### src/rtl/sprite_pkg.sv
// Shared constants for the sprite reader path: sprite geometry, coordinate width,
// transparent colour key and active display size.
package sprite_pkg;

    localparam int          SPRITE_DIM              = 32;
    localparam int          SPRITE_ADDR_W           = 5;
    localparam int          COORD_W                 = 10;
    localparam int          RGB_W                   = 12;
    localparam logic [11:0] TRANSPARENT_RGB_DEFAULT = 12'hFFF;
    localparam int          H_ACTIVE                = 640;
    localparam int          V_ACTIVE                = 480;

endpackage

### src/rtl/sprite_renderer_if.sv
// Sprite position request channel: valid/ready handshake carrying the requested
// sprite top-left corner.
interface sprite_renderer_if;
    import sprite_pkg::*;

    logic [COORD_W-1:0] pos_x;
    logic [COORD_W-1:0] pos_y;
    logic               pos_valid;
    logic               pos_ready;

    modport master (output pos_x, output pos_y, output pos_valid, input  pos_ready);
    modport slave  (input  pos_x, input  pos_y, input  pos_valid, output pos_ready);

endinterface

### src/rtl/sprite_hit.sv
// Combinational sprite bounds test and ROM texel address generation.
// SPRITE_SCALE2_EN selects a 64x64 footprint where each texel covers 2x2 pixels.
module sprite_hit
    import sprite_pkg::*;
(
    input  logic [COORD_W-1:0]       i_x,
    input  logic [COORD_W-1:0]       i_y,
    input  logic [COORD_W-1:0]       i_cur_x,
    input  logic [COORD_W-1:0]       i_cur_y,
    input  logic                     i_video_on,
    output logic                     o_hit,
    output logic [SPRITE_ADDR_W-1:0] o_rom_row,
    output logic [SPRITE_ADDR_W-1:0] o_rom_col
);

`ifdef SPRITE_SCALE2_EN
    localparam int BOUND = 2 * SPRITE_DIM;
`else
    localparam int BOUND = SPRITE_DIM;
`endif

    logic [COORD_W:0] w_dx;
    logic [COORD_W:0] w_dy;
    logic             w_in_x;
    logic             w_in_y;

    // One extra bit so the offset never wraps; the left/top compare rejects
    // pixels before the sprite, so there is no wrap-around at the screen edges.
    assign w_dx   = {1'b0, i_x} - {1'b0, i_cur_x};
    assign w_dy   = {1'b0, i_y} - {1'b0, i_cur_y};
    assign w_in_x = (i_x >= i_cur_x) && (w_dx < (COORD_W+1)'(BOUND));
    assign w_in_y = (i_y >= i_cur_y) && (w_dy < (COORD_W+1)'(BOUND));
    assign o_hit  = i_video_on & w_in_x & w_in_y;

`ifdef SPRITE_SCALE2_EN
    assign o_rom_row = o_hit ? w_dy[SPRITE_ADDR_W:1] : '0;
    assign o_rom_col = o_hit ? w_dx[SPRITE_ADDR_W:1] : '0;
`else
    assign o_rom_row = o_hit ? w_dy[SPRITE_ADDR_W-1:0] : '0;
    assign o_rom_col = o_hit ? w_dx[SPRITE_ADDR_W-1:0] : '0;
`endif

endmodule

### src/rtl/sprite_renderer.sv
// Sprite ROM reader: frame-gated position update, ROM addressing and a 2-cycle
// pipeline giving a pixel-aligned colour and opaque flag. Option: SPRITE_SCALE2_EN.
module sprite_renderer
    import sprite_pkg::*;
#(
    parameter logic [COORD_W-1:0] INIT_X          = 10'd304,
    parameter logic [COORD_W-1:0] INIT_Y          = 10'd224,
    parameter logic [RGB_W-1:0]   TRANSPARENT_RGB = TRANSPARENT_RGB_DEFAULT
) (
    input  logic                     clk,
    input  logic                     reset_n,
    input  logic [COORD_W-1:0]       x,
    input  logic [COORD_W-1:0]       y,
    input  logic                     video_on,
    input  logic                     frame_tick,
    sprite_renderer_if.slave         pos,
    output logic [SPRITE_ADDR_W-1:0] rom_row,
    output logic [SPRITE_ADDR_W-1:0] rom_col,
    input  logic [RGB_W-1:0]         color_data,
    output logic                     sprite_on,
    output logic [RGB_W-1:0]         sprite_rgb
);

    logic [COORD_W-1:0] r_cur_x;
    logic [COORD_W-1:0] r_cur_y;
    logic [COORD_W-1:0] r_pend_x;
    logic [COORD_W-1:0] r_pend_y;
    logic               r_pend_vld;
    logic               r_hit_p1;
    logic               r_sprite_on_p2;
    logic [RGB_W-1:0]   r_sprite_rgb_p2;

    logic               w_hit_p0;
    logic               w_xfer;
    logic               w_apply;
    logic               w_opaque_p1;

    assign pos.pos_ready = ~r_pend_vld;
    assign w_xfer        = pos.pos_valid & ~r_pend_vld;
    assign w_apply       = frame_tick & r_pend_vld;

    // Position control: a request parks in the pending slot and only moves into
    // the live position on a frame tick, so it can never take effect the same
    // cycle it is accepted.
    always_ff @(posedge clk or negedge reset_n) begin
        if (!reset_n) begin
            r_cur_x    <= INIT_X;
            r_cur_y    <= INIT_Y;
            r_pend_vld <= 1'b0;
        end else if (w_apply) begin
            r_cur_x    <= r_pend_x;
            r_cur_y    <= r_pend_y;
            r_pend_vld <= 1'b0;
        end else if (w_xfer) begin
            r_pend_vld <= 1'b1;
        end
    end

    // Pending payload is qualified by r_pend_vld, so it needs no reset.
    always_ff @(posedge clk) begin
        if (w_xfer) begin
            r_pend_x <= pos.pos_x;
            r_pend_y <= pos.pos_y;
        end
    end

    // Stage p0: bounds test and ROM address, combinational from x/y.
    sprite_hit u_hit (
        .i_x        (x),
        .i_y        (y),
        .i_cur_x    (r_cur_x),
        .i_cur_y    (r_cur_y),
        .i_video_on (video_on),
        .o_hit      (w_hit_p0),
        .o_rom_row  (rom_row),
        .o_rom_col  (rom_col)
    );

    assign w_opaque_p1 = r_hit_p1 & (color_data != TRANSPARENT_RGB);

    // Stage p1: hit flag waits alongside the ROM read; stage p2: opaque result.
    always_ff @(posedge clk or negedge reset_n) begin
        if (!reset_n) begin
            r_hit_p1        <= 1'b0;
            r_sprite_on_p2  <= 1'b0;
            r_sprite_rgb_p2 <= '0;
        end else begin
            r_hit_p1        <= w_hit_p0;
            r_sprite_on_p2  <= w_opaque_p1;
            r_sprite_rgb_p2 <= w_opaque_p1 ? color_data : '0;
        end
    end

    assign sprite_on  = r_sprite_on_p2;
    assign sprite_rgb = r_sprite_rgb_p2;

endmodule

### src/flat_wrapper.sv
// flat-port wrapper written by rule: the top's interface ports become plain ports
module sprite_renderer_flat import sprite_pkg::*;
#(
    parameter logic [COORD_W-1:0] INIT_X          = 10'd304,
    parameter logic [COORD_W-1:0] INIT_Y          = 10'd224,
    parameter logic [RGB_W-1:0]   TRANSPARENT_RGB = TRANSPARENT_RGB_DEFAULT
)
  (clk, reset_n, x, y, video_on, frame_tick, rom_row, rom_col, color_data, sprite_on, sprite_rgb, pos_pos_x, pos_pos_y, pos_pos_valid, pos_pos_ready);
  sprite_renderer_if pos_i ();
  input  logic clk;
  input  logic reset_n;
  input  logic [COORD_W-1:0] x;
  input  logic [COORD_W-1:0] y;
  input  logic video_on;
  input  logic frame_tick;
  output logic [SPRITE_ADDR_W-1:0] rom_row;
  output logic [SPRITE_ADDR_W-1:0] rom_col;
  input  logic [RGB_W-1:0] color_data;
  output logic sprite_on;
  output logic [RGB_W-1:0] sprite_rgb;
  input wire logic [$bits(pos_i.pos_x)-1:0] pos_pos_x;
  input wire logic [$bits(pos_i.pos_y)-1:0] pos_pos_y;
  input wire logic [$bits(pos_i.pos_valid)-1:0] pos_pos_valid;
  output wire logic [$bits(pos_i.pos_ready)-1:0] pos_pos_ready;
  assign pos_i.pos_x = pos_pos_x;
  assign pos_i.pos_y = pos_pos_y;
  assign pos_i.pos_valid = pos_pos_valid;
  assign pos_pos_ready = pos_i.pos_ready;
  sprite_renderer #(.INIT_X(INIT_X), .INIT_Y(INIT_Y), .TRANSPARENT_RGB(TRANSPARENT_RGB)) u_core (.clk(clk), .reset_n(reset_n), .x(x), .y(y), .video_on(video_on), .frame_tick(frame_tick), .pos(pos_i), .rom_row(rom_row), .rom_col(rom_col), .color_data(color_data), .sprite_on(sprite_on), .sprite_rgb(sprite_rgb));
endmodule
### config.mk
export PLATFORM = sky130hd
export DESIGN_NAME = sprite_renderer_flat
export DESIGN_NICKNAME = d
export VERILOG_FILES = /design/src/rtl/sprite_pkg.sv /design/src/rtl/sprite_renderer_if.sv /design/src/rtl/sprite_hit.sv /design/src/rtl/sprite_renderer.sv /design/src/flat_wrapper.sv
export SDC_FILE = /design/constraint.sdc
export NUM_CORES = 1
export LEC_CHECK = 0
export CAP_MARGIN = 20
export CORE_MARGIN = 5
export CORE_UTILIZATION = 45
export DETAILED_ROUTE_END_ITERATION = 8
export PLACE_DENSITY = 0.83
export SLEW_MARGIN = 25
export SYNTH_ARGS = -nofsm -noshare
export SYNTH_HDL_FRONTEND = slang
export SYNTH_HIERARCHICAL = 1
export SYNTH_SLANG_ARGS = --single-unit
### constraint.sdc
create_clock -name clk -period 2.7 [get_ports clk]
set_input_delay 0.27 -clock clk [delete_from_list [all_inputs] [get_ports clk]]
set_output_delay 0.27 -clock clk [all_outputs]
set_load 0.05 [all_outputs]
==> flow_summary.toml <==
[routing]
met1_length_um = 3348
drt-wirelength-per-cell_um = 16.24
dr_wl_met2_um = 4322
wl_met3_um = 670
top_layer_used = "met4"
ant_nets = 0
wirelength_um = 8642
dr.pass1.iters = 4
drt_iter0_markers = 110
viasPerCell = 5.295
remaining_drc_errors = 0
vias = 2817

[status]
violations = "setup timing"
outcome = "complete, but fails checks"

[cells_and_area]
antenna_cells = 0
fillCellCount = 436
mostFrequentLayoutCells = "buf_4 (70), clkdlybuf4s50_1 (67), dfrtp_1 (29)"
drive_gt1_frac = 0.3716
areaGrowthSynthToFinish_pct = 58.34
layout_commonest_cell = "buf_4"
final_net_count = 514

[clock_tree]
ctsHoldBuffers = 0
numCtsBuffers = 5
path_clk_slew_ps = 90
root_buffer = "clkbuf_8"
clock_path_buffers = 2
insertion_delay_ps = 300
cts.sinks = 55
h-tree-depth = 2
cts_tree = "built"

[power]
p_seq_frac = 0.341
power.density_nw_per_um2 = 593.5
clkPwrFrac = 0.141
irDropWorstVdd_mv = 0.4928
p_int_mw = 2.004
leakage_nw = 2.261
swShare = 0.3372
switchingPower_mw = 1.020
comb_power_share = 0.518
power_mw = 3.023

[worst_setup_path]
timing.rr.end = "u_core/r_hit_p1"
rrSetupSlack_ps = -90
r2r-start = "u_core/r_cur_y[0]"
worstSetupStartpoint = "u_core/r_cur_y[6]"
worstSetupEndpoint = "rom_row[2]"
worst_setup_path_end_kind = "primary output"
path_class = "flop to primary output"
crit_arrival_ps = 3050
crit_fanout = 5
critPathRequiredTime_ps = 2430
critPathLaunchType = "flop"
r2r_cells = 13

[die]
rows = 30
die_h_um = 94.55
start_util = 0.4683
die_w_um = 94.55
coreArea_sq_um = 6869
die-area_sq_um = 8940
io_pins = 81

[sta]
slew_viol_final = 0
max_freq_mhz = 301.6
fin_crit_ps = 3315
hold_viol_final = 0
final.setup_skew_ps = 7.439
relSlewSlack = 0.5503
fin_ws_ps = -615.2
setup_tns_ps = -5898
rsz0062_at_grt = "yes"
fin_crit_sh = 1.228
tightest_slew_ps = 672.2
setup_viol = 11

[grt]
grt_pass1_wl_um = 13370
grt_max_degree = 36
gr-total-overflow = 0
grt_pass1_vias = 3013
antenna_found_initial = 0
track_usage = 0.1897

[synthesis]
syn-cell-area_sq_um = 3217
synth.distinct_cells = 57
synth_nets = 363
syn_area_per_cell_sq_um = 11.33
synthArstFlopShare = 0.6364
synthCells = 284
netlist.area_leader.share = 0.2256
ys_seq_area_frac = 0.4613
synth_edf_count = 20
synth_seq_cells = 55
yosys_warnings = 6
yosys-top-cells-area = "dfrtp_1 (23%), edfxtp_1 (19%), mux2_4 (8.9%)"
yosys.area.top_type = "dfrtp_1"
synth_flop_cell = "dfrtp_1"

[placement]
dpl.hpwl_um = 6508
io_buffer_count = 80
place_congestion = 0.9128

[run]
drv_cap = 0

[worst_hold_path]
hold_path.class = "input port to async pin"
## worst min path at each step
| stage | startpoint | endpoint | slack [ps] | depth (start not counted) |
|---|---|---|---|---|
| floorplan | reset_n | u_core/r_cur_x[0] | -30 | 0 |
| global placement | u_core/r_pend_y[9] | u_core/r_cur_y[9] | 460 | 1 |
| detailed placement | u_core/r_pend_x[9] | u_core/r_cur_x[9] | 460 | 1 |
| CTS | reset_n | u_core/r_cur_y[8] | 390 | 2 |
| global route | reset_n | u_core/r_cur_x[3] | 410 | 2 |
| finish | reset_n | u_core/r_cur_x[0] | 380 | 2 |
## per-layer routing
| layer | vias up | GRT usage |
|---|---|---|
| met2 | 124 | 0.3463 |
| met3 | 25 | 0.04622 |
| met1 | 1325 | 0.2094 |
| li1 | 1343 | - |
| met4 | 0 | 0.07933 |
| met5 | - | 0 |
## logic make-up after synthesis
logic type,Yosys count,synth area share
AO/OA/AOI/OAI,69,0.1482
XOR/XNOR,6,0.01634
adder cells (fa/ha/maj),22,0.09024
buffers and inverters,42,0.05795
flip-flops,55,0.4613
multiplexers,21,0.09529
AND/OR/NAND/NOR,69,0.1307
## sequential cells by signal (all words and copies together) (netlist names)
name	flops
u_core/r_cur_y	10
u_core/sprite_rgb	12
u_core/r_hit_p1	1
u_core/sprite_on	1
u_core/r_pend_y	10
u_core/r_pend_x	10
u_core/r_cur_x	10
u_core/r_pend_vld	1
## worst max-delay path, cell delays in order (launching register included)
cell and delay, ps:
dfstp_2 540, inv_1 40, ha_1 310, buf_4 160, o21ai_0 90, a21boi_1 250
a21boi_0 210, nor4b_4 280, nand4_1 160, buf_6 170, buf_12 130, nor3_4 230
buf_12 170
## cell type report
| type | count | area (sq um) | share of cell area |
|---|---|---|---|
| sequential | 55 | 1484 | 0.2913 |
| inverter | 32 | 120.1 | 0.02358 |
| clock buffer | 6 | 72.57 | 0.01425 |
| tap | 96 | 120.1 | 0.02358 |
| multi-input combinational | 187 | 1795 | 0.3525 |
| timing repair buffer | 154 | 1489 | 0.2923 |
| clock inverter | 2 | 12.51 | 0.002456 |
## synth_stat cells, drive strengths merged (5+ instances only)
cell / n
ha: 20
a31oi: 14
edfxtp: 20
nor3b: 5
nor3: 9
a21o: 5
a21oi: 11
mux2: 20
dfstp: 6
nor2: 13
nand2: 17
dfrtp: 29
inv: 32
buf: 8
o21ai: 9
a211oi: 5
## what timing repair did
action | in CTS | in global routing
pin swaps | 18 | 25
gates resized for setup | 13 | 25
buffers inserted | 3 | 6
endpoints found under the setup margin | 10 | 11
## power groups by stage
stage	registers [mW]	logic (mW)	clock network (mW)
after detailed placement	1.05	1.36	0
after global placement	1.04	1.30	0
after floorplan	1.03	0.794	0
final	1.03	1.56	0.428
after CTS	1.03	1.40	0.449
after global routing	1.04	1.67	0.484
## metrics by stage
step / instances / instance area, sq um / utilization / hold slack [ps] / setup slack (ps)
after floorplan: 284 / 3327 / - / -25.59 / -430.5
after global placement: 515 / 4787 / 0.6969 / 460.4 / -612.0
after detailed placement: 515 / 4787 / 0.6969 / 464.9 / -654.8
after CTS: 526 / 4928 / 0.7175 / 389.5 / -617.4
after global routing: 532 / 5094 / 0.7415 / 407.5 / -728.4
final: 532 / 5094 / 0.7415 / 380.7 / -615.2
No activity file was read; power rests on OpenSTA's default activity.
==> RTL edit 1: new RTL, config.mk and constraints unchanged <==
The package constant `RGB_W` goes from 12 to 16.
--- a/src/rtl/sprite_pkg.sv
+++ b/src/rtl/sprite_pkg.sv
@@ -6,5 +6,5 @@
     localparam int          SPRITE_ADDR_W           = 5;
     localparam int          COORD_W                 = 10;
-    localparam int          RGB_W                   = 12;
+    localparam int          RGB_W                   = 16;
     localparam logic [11:0] TRANSPARENT_RGB_DEFAULT = 12'hFFF;
     localparam int          H_ACTIVE                = 640;
Ports: changed (resized color_data and sprite_rgb); port bits go from 81 to 89. The function was not compared with the original's and may differ.
==> RTL edit 1 against the unedited design <==
- the run still ends with setup timing left
- synthesized area up 3.9%
- power rose by 7.2%
- clock power rose by 99%
- routed wire length fell by 2.0%
- sequential share of layout area grew 1.5 points
- setup slack got worse by 0.10 ns
- design area up 1.7%
- global-route usage increased by 0.32 points
- sequential cell count is 4 higher
- critical endpoint is now rom_col[1]
- die area up 3.4%
- largest power group unchanged
==> RTL edit 1: results (changes against the unedited design) <==
** Outcome
- Status :: finished with violations
- Violations in the final reports :: setup timing

** Placed design
- Placed Area :: 0.00489 mm² (+2.1%)
- HPWL after DPL :: 6.59 mm (+1.2%)
- Worst setup slack after placement :: -0.673 ns (-0.0185 ns)
- Final weighted congestion of routability-driven global placement :: 1.00 (+9.6%)
- The count of input and output buffers is 88 (+10%).

** CTS
- The clock latency at the later pin of the worst-skew pair is 0.33 ns (+0.03 ns).
- Maximum level of the CTS H-tree :: 3 (+1)
- The number of buffers added by the clock tree synthesis step was 9 (+4).
- Clock slew seen by the registers of the worst setup and hold paths :: 0.07 ns (-0.02 ns)

** Setup path
- The largest stage delay on the critical path is 0.54 ns (about the same).
- The logic depth of the worst register-to-register path is 9 (-4).
- Critical Path AT :: 3.15 ns (+0.10 ns)
- Broken down by cell family, the worst path's largest delay share belongs to compound AO/OA/AOI/OAI gates.
- Start of the worst register-to-register path :: u_core/r_cur_x[4]$_DFFE_PN1P_
- The worst reg-to-reg setup slack came to 0.17 ns (+0.26 ns).

** Global route
- Total GRT Usage :: 0.193 (+0.00319)
- The number of global-route vias before repair was 3052 (+1.3%).
- The pin count of the biggest net entering global routing came to 40 (+11%).
- The wire length of the first global-routing pass was 13.6 mm (+2.0%).

** Layout
- Fin nets :: 522 (+1.6%)
- Flip-flop count of the largest register, all copies and words added :: 16 (+4)

** Synthesis
- The number of standard cells after synthesis came to 295 (+3.9%).
- Net Count, Synth :: 378 (+4.1%)
- Share of synthesized area occupied by flip-flops and latches :: 0.474 (+0.0129)
- Number of different library cells in the post-synthesis netlist :: 63 (+11%)
- Share of synthesized registers carrying an async set or reset :: 0.661 (+0.0247)
- Synth cell count leaders :: sky130_fd_sc_hd__dfrtp_1, sky130_fd_sc_hd__inv_1, sky130_fd_sc_hd__edfxtp_1, sky130_fd_sc_hd__ha_1, sky130_fd_sc_hd__mux2_2
- Synth top area cells :: sky130_fd_sc_hd__dfrtp_1, sky130_fd_sc_hd__edfxtp_1, sky130_fd_sc_hd__ha_1, sky130_fd_sc_hd__mux2_2, sky130_fd_sc_hd__dfstp_2

** Routing
- The wire length after detailed routing is 8.47 mm (-2.0%).
- Detailed Route Iter0 Violations :: 130 (+18%)

** Power and ir drop
- Static power due to leakage :: 2.24 nW (-0.84%)
- Power consumed by combinational cells :: 1.31 mW (-16%)
- Clock share of power :: 0.263 (+0.122)
- The switching part of the total power came to 0.310 (-0.0274).
- Worst IR drop on VDD :: 0.389 mV (-21%)

** Timing
- Setup slack of the critical path after layout :: -0.716 ns (-0.101 ns)
- Final setup skew :: 0.00874 ns (+0.00131 ns)
- The relative slew slack was 0.417 (-0.133).
- Number of failing setup endpoints in the final timing report :: 10 (-1)
-- RTL edit 1: changes by cell type after synthesis, moves of 3 or more --
cell and change:
sky130_fd_sc_hd__and2_1 +3, sky130_fd_sc_hd__dfrtp_1 +4, sky130_fd_sc_hd__mux2_4 -19, sky130_fd_sc_hd__a41oi_1 +13, sky130_fd_sc_hd__a31oi_1 -13, sky130_fd_sc_hd__mux2_2 +18
-- RTL edit 1: cell families after synthesis --
group | share of synthesized area
AO/OA/AOI/OAI | 0.152
XOR/XNOR | 0.0157
adder cells (fa/ha/maj) | 0.0869
buffers and inverters | 0.0596
flip-flops | 0.474
multiplexers | 0.0704
AND/OR/NAND/NOR | 0.141
-- RTL edit 1: routing by layer --
metal / global-route usage / wire length (µm) / up-vias
li1: - / - / 1385
met1: 0.197 / 3210 / 1336
met2: 0.345 / 4290 / 92
met3: 0.0884 / 833 / 13
met4: 0.0664 / 135 / 0
met5: 0 / 0 / -
-- RTL edit 1: timing repair --
item,CTS,global route
buffers inserted,4,0
pin swaps,10,8
setup endpoints to repair,10,10
gates resized for setup,6,8
hold endpoints to repair,0,0
-- RTL edit 1: layout make-up --
type                    instances  area [µm²]
clock buffers                  10         128
clock inverters                 6        80.1
flip-flops and latches         59        1580
repair buffers                145        1430
multi-input cells             192        1710
well taps                      99         124
inverters                      32         120
fillers                       556        2070
-- RTL edit 1: metrics by stage --
| step | power, mW | hold slack, ns | setup TNS [ns] |
|---|---|---|---|
| after global routing | 3.44 | 0.109 | -7.99 |
| after floorplan | 1.84 | -0.0256 | -2.27 |
| final | 3.24 | 0.0436 | -6.84 |
| after global placement | 2.29 | 0.429 | -5.54 |
| after CTS | 3.24 | 0.0794 | -6.08 |
| after detailed placement | 2.34 | 0.453 | -6.70 |
==> RTL edit 2: new RTL, config.mk and constraints unchanged <==
Without the edit above. Take the reset off `r_sprite_rgb_p2` and load it in a clocked block of its own.
--- a/src/rtl/sprite_renderer.sv
+++ b/src/rtl/sprite_renderer.sv
@@ -84,10 +84,12 @@
             r_hit_p1        <= 1'b0;
             r_sprite_on_p2  <= 1'b0;
-            r_sprite_rgb_p2 <= '0;
         end else begin
             r_hit_p1        <= w_hit_p0;
             r_sprite_on_p2  <= w_opaque_p1;
-            r_sprite_rgb_p2 <= w_opaque_p1 ? color_data : '0;
         end
+    end
+
+    always_ff @(posedge clk) begin
+        r_sprite_rgb_p2 <= w_opaque_p1 ? color_data : '0;
     end
 
Check against the original RTL: differs if reset_n is asserted again (counterexample within 4 cycles, from zero or initial values and one cycle with reset_n low); with reset_n held inactive, the same outputs for 10 cycles.
==> RTL edit 2 against the unedited design <==
- routed wire length down 2.3%
- design area down 2.7%
- sequential cell count unchanged
- combinational power down 6%
- critical path depth up 1
- utilization down 1.2 points
- setup slack worse by 0.042 ns
- largest power group unchanged
- the flow still finishes with violations (setup timing)
- synthesized area down 1.9%
- synthesized cell count unchanged
- power down 2.3%
==> RTL edit 2: results (changes against the unedited design) <==
** Outcome
- Status :: finished with violations
- The final reports fail on setup timing.

** Synthesis
- The number of unique standard cell types used by synthesis was 59 (+3.5%).
- Counting instances in the post-synthesis netlist gives the leading cell types as sky130_fd_sc_hd__inv_1, sky130_fd_sc_hd__edfxtp_1, sky130_fd_sc_hd__ha_1.
- The post-synthesis compound-gate area fraction is 0.151 (+0.00288).
- Share of synthesized registers carrying an async set or reset :: 0.418 (-0.218)
- Fraction of synthesized area in multiplexers :: 0.0971 (+0.00185)

** Power and ir drop
- The relative contribution of the clock network to total power came to 0.158 (+0.017).
- Static power due to leakage :: 2.17 nW (-4.0%)
- Worst IR drop on VDD :: 0.406 mV (-18%)
- Share of power burned in registers :: 0.348 (+0.007)

** Layout
- The filler cell count came to 481 (+10%).
- The multi-input combinational area share was 0.352 (-0.000977).
- The count of buffers not belonging to the clock network in the layout came to 153 (-0.65%).
- The clock network contribution to total cell area is 0.0179 (+0.00123).
- Sequential cell count :: 55 (unchanged)

** Placed design
- The total half-perimeter wirelength after legalization and detailed placement was 6.43 mm (-1.3%).

** Setup path
- The arrival time at the worst endpoint was 3.09 ns (+0.04 ns).
- The highest fanout seen on the critical path came to 6 (+1).
- The worst reg-to-reg setup slack is -0.02 ns (+0.07 ns).
- The largest individual stage delay along the critical path comes from the cell sky130_fd_sc_hd__or4b_4.

** Timing
- The smallest setup slack after layout was -0.658 ns (-0.0424 ns).
- Number of failing setup endpoints in the final timing report :: 11 (unchanged)
- The worst clock skew came to 0.0147 ns (+0.00731 ns).
- The transition time of the tightest slew-check pin is 0.751 ns (+0.0785 ns).

** Routing
- The average wire per standard cell was 15.9 µm (-2.1%).
RTL edit 2: cell count changes after synthesis, sizes merged:
| cell | before | now |
|---|---|---|
| dfxtp | 0 | 12 |
| dfrtp | 29 | 17 |
RTL edit 2: stage by stage:
step / instances / hold WS, ns
floorplan: 284 / -0.0256
global placement: 514 / 0.459
detailed placement: 514 / 0.466
CTS: 528 / 0.319
global route: 531 / 0.336
finish: 531 / 0.311
RTL edit 2: metal layers:
layer,GRT usage,wire [µm]
met1,0.237,3590
met3,0.0296,382
met5,0,0
met2,0.364,4400
met4,0.0325,74
RTL edit 2: cell families (layout without fill, tap and decap cells):
logic type,after synthesis,in the layout
XOR/XNOR,6,6
AND/OR/NAND/NOR,69,69
AO/OA/AOI/OAI,69,69
buffers and inverters,42,193
multiplexers,21,21
adder cells (fa/ha/maj),22,22
flip-flops,55,55
RTL edit 2: timing repair:
item	CTS	global route
setup endpoints to repair	10	11
pin swaps	11	9
resized for setup	17	11
endpoints found under the hold margin	0	0
buffers inserted	6	4
